[config.mk]
export PLATFORM = sky130hd
export DESIGN_NAME = acc_offload_arbiter
export DESIGN_NICKNAME = d
export VERILOG_FILES = /design/src/rtl/acc_offload_arbiter.sv
export SDC_FILE = /design/constraint.sdc
export NUM_CORES = 1
export LEC_CHECK = 0
export CORE_AREA = 5 5 283 285
export DETAILED_ROUTE_END_ITERATION = 10
export DIE_AREA = 0 0 288 290
export SYNTH_ARGS = -nofsm -noshare
export SYNTH_HDL_FRONTEND = slang
export SYNTH_SLANG_ARGS = --single-unit
[constraint.sdc]
create_clock -name clk_i -period 3.75 [get_ports clk_i]
set_input_delay 0.75 -clock clk_i [delete_from_list [all_inputs] [get_ports clk_i]]
set_output_delay 0.75 -clock clk_i [all_outputs]
set_load 0.05 [all_outputs]
[src/rtl/acc_offload_arbiter.sv]
// Round-robin arbiter sharing one accelerator offload port among several requesters.
// Writeback requests are tracked in an in-order ID FIFO so responses return to their issuer.
module acc_offload_arbiter #(
  parameter int unsigned NumReq         = 4,
  parameter int unsigned DataWidth      = 32,
  parameter int unsigned NumRs          = 3,
  parameter int unsigned MaxOutstanding = 4,
  localparam int unsigned IdxW          = (NumReq > 1) ? $clog2(NumReq) : 1,
  localparam int unsigned CntW          = $clog2(MaxOutstanding + 1)
) (
  input  logic                            clk_i,
  input  logic                            rst_ni,
  input  logic [NumReq*32-1:0]            q_instr_i,
  input  logic [NumReq*NumRs*DataWidth-1:0] q_rs_i,
  input  logic [NumReq-1:0]               q_wb_i,
  input  logic [NumReq-1:0]               q_valid_i,
  output logic [NumReq-1:0]               q_ready_o,
  output logic [DataWidth-1:0]            p_data_o,
  output logic [NumReq-1:0]               p_valid_o,
  input  logic [NumReq-1:0]               p_ready_i,
  output logic [31:0]                     acc_q_instr_o,
  output logic [NumRs*DataWidth-1:0]      acc_q_rs_o,
  output logic                            acc_q_wb_o,
  output logic                            acc_q_valid_o,
  input  logic                            acc_q_ready_i,
  input  logic [DataWidth-1:0]            acc_p_data_i,
  input  logic                            acc_p_valid_i,
  output logic                            acc_p_ready_o,
  output logic [CntW-1:0]                 outstanding_o,
  output logic                            err_o
);

  localparam int unsigned PtrW = (MaxOutstanding > 1) ? $clog2(MaxOutstanding) : 1;
  localparam int unsigned RsW  = NumRs * DataWidth;

  function automatic logic [PtrW-1:0] ptr_inc(input logic [PtrW-1:0] p);
    return (p == PtrW'(MaxOutstanding - 1)) ? PtrW'(0) : p + PtrW'(1);
  endfunction

  logic [IdxW-1:0] rr_ptr_q, rr_ptr_d;
  logic            lock_q, lock_d;
  logic [IdxW-1:0] lock_idx_q, lock_idx_d;
  logic [IdxW-1:0] fifo_q [MaxOutstanding];
  logic [IdxW-1:0] fifo_d [MaxOutstanding];
  logic [PtrW-1:0] wr_ptr_q, wr_ptr_d, rd_ptr_q, rd_ptr_d;
  logic [CntW-1:0] cnt_q, cnt_d;
  logic            err_q, err_d;

  logic [IdxW-1:0] sel_s, cand_s, head_s;
  logic            found_s, sel_wb_s, blocked_s, fifo_full_s, fifo_empty_s;
  logic            q_hs_s, push_s, pop_s;

  assign fifo_full_s  = (cnt_q == CntW'(MaxOutstanding));
  assign fifo_empty_s = (cnt_q == CntW'(0));
  assign head_s       = fifo_q[rd_ptr_q];
  assign outstanding_o = cnt_q;
  assign err_o         = err_q;

  // Grant selection: hold the locked index, otherwise search upward from rr_ptr+1.
  always_comb begin
    sel_s   = lock_idx_q;
    cand_s  = '0;
    found_s = 1'b0;
    if (lock_q) begin
      sel_s = lock_idx_q;
    end else begin
      for (int k = 1; k <= int'(NumReq); k++) begin
        cand_s = IdxW'((int'(rr_ptr_q) + k) % int'(NumReq));
        if (!found_s && q_valid_i[cand_s]) begin
          found_s = 1'b1;
          sel_s   = cand_s;
        end
      end
    end
  end

  // Request path: forward the selected requester; a full FIFO stalls writeback requests.
  always_comb begin
    sel_wb_s      = q_wb_i[sel_s];
    blocked_s     = sel_wb_s && fifo_full_s;
    acc_q_valid_o = (|q_valid_i) && !blocked_s;
    q_hs_s        = acc_q_valid_o && acc_q_ready_i;
    q_ready_o     = '0;
    if (q_hs_s) begin
      q_ready_o[sel_s] = 1'b1;
    end else begin
      q_ready_o = '0;
    end
    if (acc_q_valid_o) begin
      acc_q_instr_o = q_instr_i[int'(sel_s)*32 +: 32];
      acc_q_rs_o    = q_rs_i[int'(sel_s)*int'(RsW) +: RsW];
      acc_q_wb_o    = sel_wb_s;
    end else begin
      acc_q_instr_o = '0;
      acc_q_rs_o    = '0;
      acc_q_wb_o    = 1'b0;
    end
  end

  // Lock the grant while the downstream stalls; advance the pointer on handshake.
  always_comb begin
    rr_ptr_d   = rr_ptr_q;
    lock_d     = lock_q;
    lock_idx_d = lock_idx_q;
    if (q_hs_s) begin
      rr_ptr_d = sel_s;
      lock_d   = 1'b0;
    end else if (acc_q_valid_o) begin
      lock_d     = 1'b1;
      lock_idx_d = sel_s;
    end else begin
      lock_d = lock_q;
    end
  end

  // Response path: route to the FIFO head; with nothing outstanding, swallow and flag.
  always_comb begin
    p_valid_o     = '0;
    p_data_o      = '0;
    acc_p_ready_o = 1'b0;
    err_d         = err_q;
    if (!fifo_empty_s) begin
      p_valid_o[head_s] = acc_p_valid_i;
      p_data_o          = acc_p_valid_i ? acc_p_data_i : '0;
      acc_p_ready_o     = p_ready_i[head_s];
    end else begin
      acc_p_ready_o = acc_p_valid_i;
      if (acc_p_valid_i) begin
        err_d = 1'b1;
      end else begin
        err_d = err_q;
      end
    end
  end

  // ID FIFO bookkeeping; push is gated by start-of-cycle occupancy via blocked_s.
  always_comb begin
    push_s   = q_hs_s && sel_wb_s;
    pop_s    = !fifo_empty_s && acc_p_valid_i && acc_p_ready_o;
    fifo_d   = fifo_q;
    wr_ptr_d = wr_ptr_q;
    rd_ptr_d = rd_ptr_q;
    cnt_d    = cnt_q;
    if (push_s) begin
      fifo_d[wr_ptr_q] = sel_s;
      wr_ptr_d         = ptr_inc(wr_ptr_q);
    end else begin
      wr_ptr_d = wr_ptr_q;
    end
    if (pop_s) begin
      rd_ptr_d = ptr_inc(rd_ptr_q);
    end else begin
      rd_ptr_d = rd_ptr_q;
    end
    case ({push_s, pop_s})
      2'b10:   cnt_d = cnt_q + CntW'(1);
      2'b01:   cnt_d = cnt_q - CntW'(1);
      default: cnt_d = cnt_q;
    endcase
  end

  // State registers.
  always_ff @(posedge clk_i or negedge rst_ni) begin
    if (!rst_ni) begin
      rr_ptr_q   <= IdxW'(NumReq - 1);
      lock_q     <= 1'b0;
      lock_idx_q <= '0;
      wr_ptr_q   <= '0;
      rd_ptr_q   <= '0;
      cnt_q      <= '0;
      err_q      <= 1'b0;
      for (int i = 0; i < int'(MaxOutstanding); i++) fifo_q[i] <= '0;
    end else begin
      rr_ptr_q   <= rr_ptr_d;
      lock_q     <= lock_d;
      lock_idx_q <= lock_idx_d;
      wr_ptr_q   <= wr_ptr_d;
      rd_ptr_q   <= rd_ptr_d;
      cnt_q      <= cnt_d;
      err_q      <= err_d;
      fifo_q     <= fifo_d;
    end
  end

  for (genvar g = 0; g < int'(NumReq); g++) begin : g_valid_hold
    a_valid_hold: assert property (@(posedge clk_i) disable iff (!rst_ni)
      (q_valid_i[g] && !q_ready_o[g]) |=> q_valid_i[g]);
  end

  a_lock_valid: assert property (@(posedge clk_i) disable iff (!rst_ni)
    lock_q |-> acc_q_valid_o);

  a_cnt_bound: assert property (@(posedge clk_i) disable iff (!rst_ni)
    cnt_q <= CntW'(MaxOutstanding));

endmodule
==> flow_summary.json <==
{
  "outcome": "finished with violations",
  "violations": "setup timing",
  "regArea_um2": 528,
  "max_freq_mhz": 256,
  "cts_buffers": 3,
  "fin_crit_sh_pct": 104,
  "wl_per_cell_um": 31.0,
  "yosysUniqueCellTypes": 51,
  "drive_gt1_share_pct": 45.3,
  "dpl.hpwl_mm": 62.8,
  "clock-sinks": 21,
  "worst-slew-pin-transition_ps": 1050,
  "placed_area_um2": 16400,
  "die_w_um": 288,
  "gr-total-overflow": 0,
  "track_usage_pct": 16.4,
  "root_buffer": "clkbuf_16",
  "period_minus_slack_ps": 3900,
  "grt_max_degree": 39,
  "pwr_density_cell_nw_per_um2": 1280,
  "leakagePower_nw": 6.88,
  "yosysSeqAreaShare_pct": 8.99,
  "ys_ff_latch": 21,
  "drtIter0Drc": 534,
  "avgSynthCellArea_um2": 11.7,
  "wl_mm": 73.4,
  "synthCells": 502,
  "synth_edf_count": 0,
  "rsz0062_at_grt": "true",
  "nFillCells": 8209,
  "viasPerCell": 3.73,
  "hp-class": "flop to flop",
  "crit_arrival_ps": 3150,
  "ant_nets": 0,
  "critPathKind": "primary input to primary output",
  "drtPass1Iterations": 4,
  "ys_async_sr_fraction_pct": 100,
  "cts_buffer_depth": 2,
  "initial_core_util_pct": 7.62,
  "hold_buffers": 0,
  "path_clk_slew_ps": 60,
  "final_area_um2": 18000,
  "fin_hold_ws_ps": 461,
  "grt_pass1_vias": 9636,
  "hold_viol": 0,
  "synthFlopType": "dfrtp_1",
  "coreArea_um2": 77100,
  "cp.required_ps": 3000,
  "path_max_fanout": 7,
  "maxSlewHeadroom_pct": 29.7,
  "areaGrowthSynthToFinish_pct": 207,
  "synth_top_area_cell": "mux4_2",
  "cts-htree-levels": 1,
  "synth-warning-count": 0,
  "syn_area_um2": 5870,
  "multi_input_area_um2": 5280,
  "end_kind": "primary output",
  "cts_tree": "yes",
  "gp_congestion": 0.981,
  "clk_latency_ps": 260,
  "irDropWorstVdd_mv": 0.642,
  "syn_nets": 1069,
  "io_buffers": 734,
  "rows": 102,
  "synthTopCellsByCount": "161 x and2_1, 131 x mux4_2, 33 x clkbuf_1",
  "synthTopCellsByArea": "mux4_2 50%, and2_1 17%, dfrtp_1 8.1%",
  "startpoint_type": "primary input",
  "die_h_um": 290,
  "yosys.cell_count.top_type": "and2_1",
  "drc": 0,
  "cap_violations": 0,
  "yosysTopAreaCellShare_pct": 50.2,
  "antenna_found_initial": 58,
  "skew_ps": 1.55,
  "io_pins": 735,
  "dieArea_um2": 83500,
  "finalSetupViolCount": 100,
  "vias": 8812,
  "worst_slack_ps": -149,
  "grt_first_pass_wirelength_mm": 93.3,
  "nNetsFinal": 1871,
  "slew_violations": 0
}
state kept, by name, summed over array words and instances (netlist names):
register / flops
lock_idx_q: 2
lock_q: 1
rd_ptr_q: 2
wr_ptr_q: 2
err_o: 1
rr_ptr_q: 2
fifo_q: 8
outstanding_o: 3
cell usage in the layout, fill, tap and decap left out, types with 2 or more instances in the layout:
cell type	count
o21ai_0	3
a21o_1	2
clkbuf_16	7
nor2_1	11
mux4_2	131
buf_4	49
buf_6	16
xor2_1	2
o21ai_1	2
nand3_1	10
a21oi_1	14
and2_1	33
and2_4	129
nor2_4	3
nor2b_4	2
nand2_1	13
inv_1	12
clkdlybuf4s50_1	560
mux2_4	3
mux2i_1	6
dfstp_2	2
o21a_1	2
and3_1	3
buf_8	9
dfrtp_1	19
buf_16	15
buf_12	196
ha_1	6
mux2_2	9
diode_2	22
nor3_1	2
report_power, final:
group | internal, mW | switching (mW)
clock | 0.144 | 0.0917
combinational | 11.7 | 10.7
sequential | 0.349 | 0.130
timing repair:
item                       CTS  global route
setup buffers               31             7
pin swaps                   36            36
setup endpoints to repair  136           133
gates cloned                18             4
resized for setup          234            22
layout make-up:
cell class	count	share of cell area, %
diodes	22	0.305
clock buffers	3	0.416
clock inverters	1	0.0278
inverters	12	0.250
multi-input cells	415	29.3
flip-flops and latches	21	2.93
well taps	1040	7.22
repair buffers	851	59.6
routing by layer:
layer | up-vias | wire (µm) | track usage, % | part of all wire, %
met1 | 4371 | 25800 | 17.5 | 35
li1 | 3584 | - | - | -
met3 | 152 | 6110 | 4.25 | 8.3
met5 | - | 72 | 0 | 0.098
met4 | 12 | 2770 | 5.26 | 3.8
met2 | 693 | 38700 | 31.2 | 53
kinds of logic (layout without fill, tap and decap cells):
kind of cell / Yosys count / after routing / share of synthesized area [%]
adder cells (fa/ha/maj): 7 / 7 / 1.62
XOR/XNOR: 3 / 3 / 0.447
buffers and inverters: 66 / 867 / 8.39
AO/OA/AOI/OAI: 36 / 36 / 4.62
flip-flops: 21 / 21 / 8.99
other: 0 / 22 / 0
AND/OR/NAND/NOR: 220 / 220 / 22.3
multiplexers: 149 / 149 / 53.6
critical path: stages:
cell	delay (ps)
buf_8	80
buf_6	90
buf_4	120
buf_4	110
a211oi_2	70
a2111oi_4	300
and2_4	260
buf_12	160
buf_16	180
clkbuf_16	170
mux4_2	510
and2_4	160
buf_12	140
final timing paths:
check,startpoint,endpoint,slack [ps],cells after the start
setup reg to reg,rr_ptr_q[0]$_DFFE_PN1N_,outstanding_o[2]$_DFFE_PN0P_,350,15
hold / removal,err_o$_DFFE_PN0P_,err_o$_DFFE_PN0P_,460,1
min in group asynchronous,rst_ni,fifo_q[2]$_DFFE_PN0P_,1070,1
hold reg to reg,err_o$_DFFE_PN0P_,err_o$_DFFE_PN0P_,460,1
setup / recovery,q_valid_i[2],acc_q_instr_o[22],-150,13
max in group asynchronous,rst_ni,err_o$_DFFE_PN0P_,2050,1
through the flow:
| step | std cells | setup TNS (ps) | total power, mW | worst slack, ps | utilization (%) |
|---|---|---|---|---|---|
| finish | 2365 | -5390 | 23.2 | -149 | 23.4 |
| global route | 2357 | -15940 | 24.0 | -215 | 23.4 |
| CTS | 2340 | -15530 | 23.3 | -198 | 23.2 |
| detailed placement | 2289 | -72300 | 20.1 | -638 | 21.3 |
| global placement | 2289 | -68530 | 20.0 | -616 | 21.3 |
| floorplan | 502 | -10.1 | 11.0 | -10.1 | - |
No activity file was read; power rests on OpenSTA's default activity.
